===== config.mk =====
export PLATFORM = sky130hd
export DESIGN_NAME = sd_cmd_lba_extract
export DESIGN_NICKNAME = d
export VERILOG_FILES = /design/src/rtl/sd_cmd_lba_extract.sv
export SDC_FILE = /design/constraint.sdc
export NUM_CORES = 1
export LEC_CHECK = 0
export BUFFER_PORTS_ARGS = -buffer_cell sky130_fd_sc_hd__buf_2
export CAP_MARGIN = 20
export CORE_UTILIZATION = 56
export CTS_BUF_LIST = sky130_fd_sc_hd__clkbuf_4 sky130_fd_sc_hd__clkbuf_8 sky130_fd_sc_hd__clkbuf_16
export DETAILED_ROUTE_END_ITERATION = 12
export MAX_ROUTING_LAYER = met4
export PLACE_DENSITY = 0.76
export SKIP_CTS_REPAIR_TIMING = 1
export SLEW_MARGIN = 5
export SYNTH_ARGS = -nofsm -noshare
export SYNTH_HDL_FRONTEND = slang
export SYNTH_SLANG_ARGS = --single-unit
export TNS_END_PERCENT = 30

===== constraint.sdc =====
create_clock -name clk -period 4.9 [get_ports clk]
set_input_delay 0.245 -clock clk [delete_from_list [all_inputs] [get_ports clk]]
set_output_delay 0.245 -clock clk [all_outputs]
set_load 0.005 [all_outputs]

===== src/rtl/sd_cmd_lba_extract.sv =====
// sd_cmd_lba_extract: deserialises SD CMD tokens, checks framing/CRC7, turns CMD17/18/24/25 into {lba, op}
//   clk, rst_n                             clock, asynchronous active-low reset
//   sd_cmd_in, sd_cmd_en                   CMD line bit and its one-cycle strobe
//   hc_mode                                1 = block-addressed card, 0 = byte-addressed card
//   lba, lba_op, lba_valid, lba_ready      single-entry output register with valid/ready handshake
//   frame_err, addr_err, ovr_err, stop_seen  one-cycle status pulses
//   busy                                   a token is being shifted in or checked
module sd_cmd_lba_extract #(
  parameter int LBA_W = 32,
  parameter int BLK_SHIFT = 9
) (
  input  logic             clk,
  input  logic             rst_n,
  input  logic             sd_cmd_in,
  input  logic             sd_cmd_en,
  input  logic             hc_mode,
  output logic [LBA_W-1:0] lba,
  output logic [1:0]       lba_op,
  output logic             lba_valid,
  input  logic             lba_ready,
  output logic             frame_err,
  output logic             addr_err,
  output logic             ovr_err,
  output logic             stop_seen,
  output logic             busy
);
  typedef enum logic [1:0] {IDLE, SHIFT, CHECK} state_t;
  state_t state, state_nx;
  logic [5:0] cnt;
  logic [6:0] crc, crc_nx;
  logic [46:0] sr;
  logic start, fb, chk, frame_ok, is_rw, aligned, take, hs, load;
  logic [5:0] idx;
  logic [31:0] arg, blk;
  logic [1:0] op;
  // sr holds token bits 2..48 once the 48th bit is in: sr[46]=tx, sr[0]=end
  always_comb begin
    start = sd_cmd_en & ~sd_cmd_in;
    fb = sd_cmd_in ^ crc[6];
    crc_nx = {crc[5:3], crc[2] ^ fb, crc[1:0], fb};
    idx = sr[45:40];
    arg = sr[39:8];
    blk = arg >> BLK_SHIFT;
    chk = state == CHECK;
    frame_ok = sr[46] & sr[0] & (crc == sr[7:1]);
    is_rw = idx == 6'd17 || idx == 6'd18 || idx == 6'd24 || idx == 6'd25;
    op = {idx[3], idx == 6'd18 || idx == 6'd25};
    aligned = (arg & ((32'd1 << BLK_SHIFT) - 32'd1)) == 32'd0;
    take = chk & frame_ok & is_rw & (hc_mode | aligned);
    hs = lba_valid & lba_ready;
    load = take & (~lba_valid | hs);
    busy = state != IDLE;
    state_nx = state;
    case (state)
      IDLE:    state_nx = start ? SHIFT : IDLE;
      SHIFT:   state_nx = (sd_cmd_en && cnt == 6'd47) ? CHECK : SHIFT;
      default: state_nx = start ? SHIFT : IDLE;
    endcase
  end
  always_ff @(posedge clk or negedge rst_n) begin
    if (!rst_n) begin
      state <= IDLE;
      cnt <= '0;
      crc <= '0;
      sr <= '0;
      lba <= '0;
      lba_op <= '0;
      lba_valid <= 1'b0;
      frame_err <= 1'b0;
      addr_err <= 1'b0;
      ovr_err <= 1'b0;
      stop_seen <= 1'b0;
    end else begin
      state <= state_nx;
      frame_err <= chk & ~frame_ok;
      stop_seen <= chk & frame_ok & (idx == 6'd12);
      addr_err <= chk & frame_ok & is_rw & ~hc_mode & ~aligned;
      ovr_err <= take & ~load;
      if (load) begin
        lba <= hc_mode ? arg[LBA_W-1:0] : blk[LBA_W-1:0];
        lba_op <= op;
        lba_valid <= 1'b1;
      end else if (hs) lba_valid <= 1'b0;
      // CRC covers bits 1..40; the start bit is 0 so a cleared CRC already accounts for it
      if (state == SHIFT) begin
        if (sd_cmd_en) begin
          sr <= {sr[45:0], sd_cmd_in};
          cnt <= cnt + 6'd1;
          if (cnt < 6'd40) crc <= crc_nx;
        end
      end else if (start) begin
        cnt <= 6'd1;
        crc <= '0;
      end else if (chk) cnt <= '0;
    end
  end
endmodule


After elaboration in Yosys (flattened, before gate mapping)
Index checks and enable logic that the tools add are counted.

storage, ports and cells
  output and inout port bits = 40
  bits in writable memories = 0
  bits in read-only memories = 0
  bits in registers = 101
  bits of input ports = 6
  latch bits = 0
  memories kept = 0
  logic and storage cells = 74

cells by class
  div/mod/pow operators = 0
  $lt $le $gt $ge = 1
  multiply operators = 0
  bitwise operators = 23
  add/sub/neg operators = 1
  reductions and logical operators = 13
  equal/unequal tests = 11
  shifts and indexed selects = 0
  muxes and demuxes = 14

operators by type and width
  kind                 count
  $logic_not 32->1     1
  $mux 32              1
  $mux 7               4
  $eq 6x5->1 const B   4
  $mux 6               4
  $and 1x1->1          13
  $eq 7x7->1           1
  $add 6x1->6 const B  1
  $eq 6x4->1 const B   1
  $eq 6x6->1 const B   1
  $lt 6x6->1 const B   1
  $not 1->1            6
  $reduce_bool 2->1    3
  $logic_or 1x1->1     4
  $mux 2               2
  $reduce_and 2->1     2
  $mux 1               3
  $reduce_and 3->1     1
  $reduce_bool 3->1    1
  $eq 2x1->1 const B   1
  $eq 2x2->1 const B   1
  $ne 2x1->1 const B   1
  $ne 2x2->1 const B   1
  $or 1x1->1           2
  other kinds (2)      3

Logic depth before layout (Yosys ltp)
  depth after elaboration = 9
  depth in mapped cells = 7
  gate-level depth less buffers = 5

Least setup slack after synthesis
Ideal clock, no wire load.

  path type = register -> register
  start point = register sr[40]
  end point = register lba[0]
  setup time = 0.125 ns
  clock period less this slack = 2.095 ns
  path buffers = 2
  stages on the path, launching flop included = 7
  arrival time = 1.970 ns
  data required time = 4.775 ns
  path slack = 2.805 ns
  path through = dfrtp_1 > or3b_1 > a2111oi_2 > and4b_1 > buf_6 > buf_12 > mux2_4

on the way
  longest elaborated chain between the ends = 7
  elaborated cells on any way between the ends = 10
  classes of those cells = eq/ne: 4; bitwise: 3; reduce/logical: 3

RTL lines
  what                           RTL line  source
  start: declaration             31        logic [46:0] sr;
  start signal: assignment       87        sr <= {sr[45:0], sd_cmd_in};
  $eq 6x5->1                     46        is_rw = idx == 6'd17 || idx == 6'd18 || idx == 6'd24 || idx == 6'd25;
  $logic_or 1x1->1 (2 in a row)  46
  $logic_or 1x1->1 *             46
  $and 1x1->1 * (2 in a row)     49        take = chk & frame_ok & is_rw & (hc_mode | aligned);
  $and 1x1->1 *                  51        load = take & (~lba_valid | hs);
  end signal: assignment         80        lba <= hc_mode ? arg[LBA_W-1:0] : blk[LBA_W-1:0];
  end: declaration               17        output logic [LBA_W-1:0] lba,

Mark *: on every way between the ends. The rest lies on a longest branch, timed or not.
A chain may end at the register's enable or synchronous reset.

Final worst setup path
  start point = register sr[40]
  end point = register lba[7]

The elaborated chain is that of the path after synthesis.

==> results.cfg <==
[layout]
drive_gt1_share_pct = 24.3
antenna_cells = 0
layout.nets = 487
postLayoutCoreUtil_pct = 64.2
area.growth.synth_to_final_pct = 8.72

[clock_network]
clk_latency_ns = 0.35
cts_buffer_depth = 2
clock-sinks = 101
cts_tree = yes
cts_root_buffer = clkbuf_8
cts_buffers = 9
cts.htree.levels = 3
path_clk_slew_ns = 0.10

[power_and_ir_drop]
clockPowerShare_pct = 23.0
p_leak_nw = 2.65
ir_drop_mv = 0.188
seqPwrFrac_pct = 54.1
p_sw_share_pct = 35.4
power_per_cell_area_mw_per_mm2 = 420
switchingPower_mw = 0.749
combPwrFrac_pct = 22.9
p_int_mw = 1.37

[worst_setup_path]
rrSetupSlack_ns = 2.05
crit_path_end_kind = flop
worstSetupStartpointType = flop
r2r_start = sr[40]
cp.required_ns = 5.14
r2r_cells = 4
endpoint = lba[7]
critPathKind = flop to flop
r2r_end = lba[7]
startpoint = sr[40]
worstPathArrival_ns = 3.09
cp_max_fo = 34

[flow_run]
max-cap-violations = 0

[detailed_routing]
viasPerCell = 5.43
drc = 0
num_vias = 3190
antenna_left = 0
wl_per_cell_um = 15.0
first_pass_iters = 4
dr.first_iter.drc_count = 241
wirelength_um = 8820

[place]
place.gp.congestion = 0.819
port-buffer-count = 45
detailed_place_hpwl_um = 5770

[global_route]
grt_max_degree = 72
grt_pass1_vias = 3031
antenna_found_initial = 0
grt_pass1_wl_um = 15100
gr-total-overflow = 0
grt.total_usage_pct = 22.7

[floorplanning]
die_h_um = 93.0
die-area_sq_mm = 0.00864
pin_count = 46
core_sq_mm = 0.00785
fp-row-count = 32
initial_core_util_pct = 59.1
dieWidth_um = 93.0

[sta]
period_minus_slack_ns = 2.85
relSlewSlack_pct = 27.4
worst_pin_slew_ns = 1.09
rsz0062_at_grt = false
maxSlewViolCount = 0
fin_crit_sh_pct = 58.1
setup_tns_ns = 0
max_freq_mhz = 351
setup-violations-final = 0
hold_viol_final = 0
fin_skew_ns = 0.00997

[run_status]
outcome = finished, final reports clean

[yosys]
async_reset_ff_share_pct = 100
synth_flop_cell = dfrtp_1
synth_cell_types = 46
synth_nets = 449
synth_top_area_share_pct = 54.5
yosys-top-cells-area = dfrtp_1, nand2_1, mux2_4
netlist_area_sq_mm = 0.00463
ys_seq_area_share_pct = 54.5
ys_ff_latch = 101
synth.most_common_cell = nand2_1
syn_inst = 442
synth.avg_cell_area_sq_um = 10.5
synth_top_area_cell = dfrtp_1
synthTopCellsByCount = nand2_1, dfrtp_1, mux2_2
synth_edf_count = 0
yosys_warnings = 0

[hold_path]
hold_path.class = input pin to flop
min-delay-start = lba_ready
cells in the final DEF (no fill, tap or decap), types with 3 or more instances in the layout:
| cell type | Yosys | final |
|---|---|---|
| nand2_1 | 162 | 162 |
| dfrtp_1 | 101 | 101 |
| buf_2 | 0 | 44 |
| mux2_2 | 27 | 27 |
| mux2_4 | 21 | 21 |
| inv_1 | 12 | 12 |
| o21ai_0 | 12 | 12 |
| mux2i_1 | 9 | 9 |
| clkbuf_8 | 0 | 9 |
| xor2_1 | 8 | 8 |
| nor2_1 | 8 | 7 |
| nand3_1 | 6 | 6 |
| nand4_1 | 6 | 6 |
| a31oi_1 | 4 | 4 |
| buf_4 | 0 | 4 |
| a21oi_1 | 3 | 3 |
| nor4_1 | 3 | 3 |
| and2_1 | 3 | 3 |
| nand2b_1 | 3 | 3 |
| o21a_1 | 3 | 3 |
how the worst min path moves through the flow:
stage                     cells past startpoint  slack (ns)         to
after floorplan                               0       -0.05   addr_err
after global placement                        1        0.20  stop_seen
after detailed placement                      1        0.20    ovr_err
after CTS                                     1       -0.19    lba[19]
after global routing                          3        0.17    ovr_err
final                                         3        0.18    ovr_err
power by group through the flow:
stage / Combinational [mW] / Clock (mW) / Sequential (mW)
floorplan: 0.377 / 0 / 1.10
detailed placement: 0.476 / 0 / 1.15
finish: 0.484 / 0.487 / 1.14
CTS: 0.484 / 0.496 / 1.14
global route: 0.553 / 0.526 / 1.17
global placement: 0.463 / 0 / 1.15
worst max-delay path, cell delays in order, from the launching register on:
cell       delay, ns
dfrtp_1         0.44
or3b_1          0.46
a2111oi_2       0.39
and4b_2         1.03
mux2_2          0.42
cell type report:
cell class / count / area [sq um]
Clock buffer: 9 / 124
Clock inverter: 7 / 57.6
Fill cell: 626 / 2810
Inverter: 12 / 45.0
Multi-Input combinational cell: 307 / 1900
Sequential cell: 101 / 2530
Tap cell: 102 / 128
Timing Repair Buffer: 49 / 260
metal layers:
| metal | wire (um) | track usage (%) | vias to the layer above |
|---|---|---|---|
| li1 | - | - | 1533 |
| met1 | 4310 | 33.6 | 1563 |
| met2 | 4090 | 33.0 | 84 |
| met3 | 341 | 3.25 | 10 |
| met4 | 70 | 6.41 | 0 |
| met5 | 0 | - | - |
registers in the layout (all words and copies together) (netlist names):
register   count
sr            47
cnt            6
frame_err      1
ovr_err        1
lba           32
lba_op         2
stop_seen      1
crc            7
lba_valid      1
addr_err       1
state          2
logic make-up after synthesis:
family,count (synthesis),share of synthesized area (%)
multiplexers,57,15.3
buffers and inverters,34,4.62
adder cells (fa/ha/maj),2,0.486
AND/OR/NAND/NOR,206,18.8
XOR/XNOR,9,1.70
flip-flops,101,54.5
AO/OA/AOI/OAI,33,4.59
per-stage QoR:
step	power, mW	cells	hold slack [ns]	area (sq um)	setup WS [ns]
floorplan	1.48	442	-0.0506	4630	2.80
global placement	1.61	570	0.195	4850	2.13
detailed placement	1.63	570	0.199	4850	2.02
CTS	2.12	586	-0.189	5030	2.01
global route	2.25	587	0.169	5040	1.91
finish	2.11	587	0.185	5040	2.05
(Power assumes the default switching activity.)
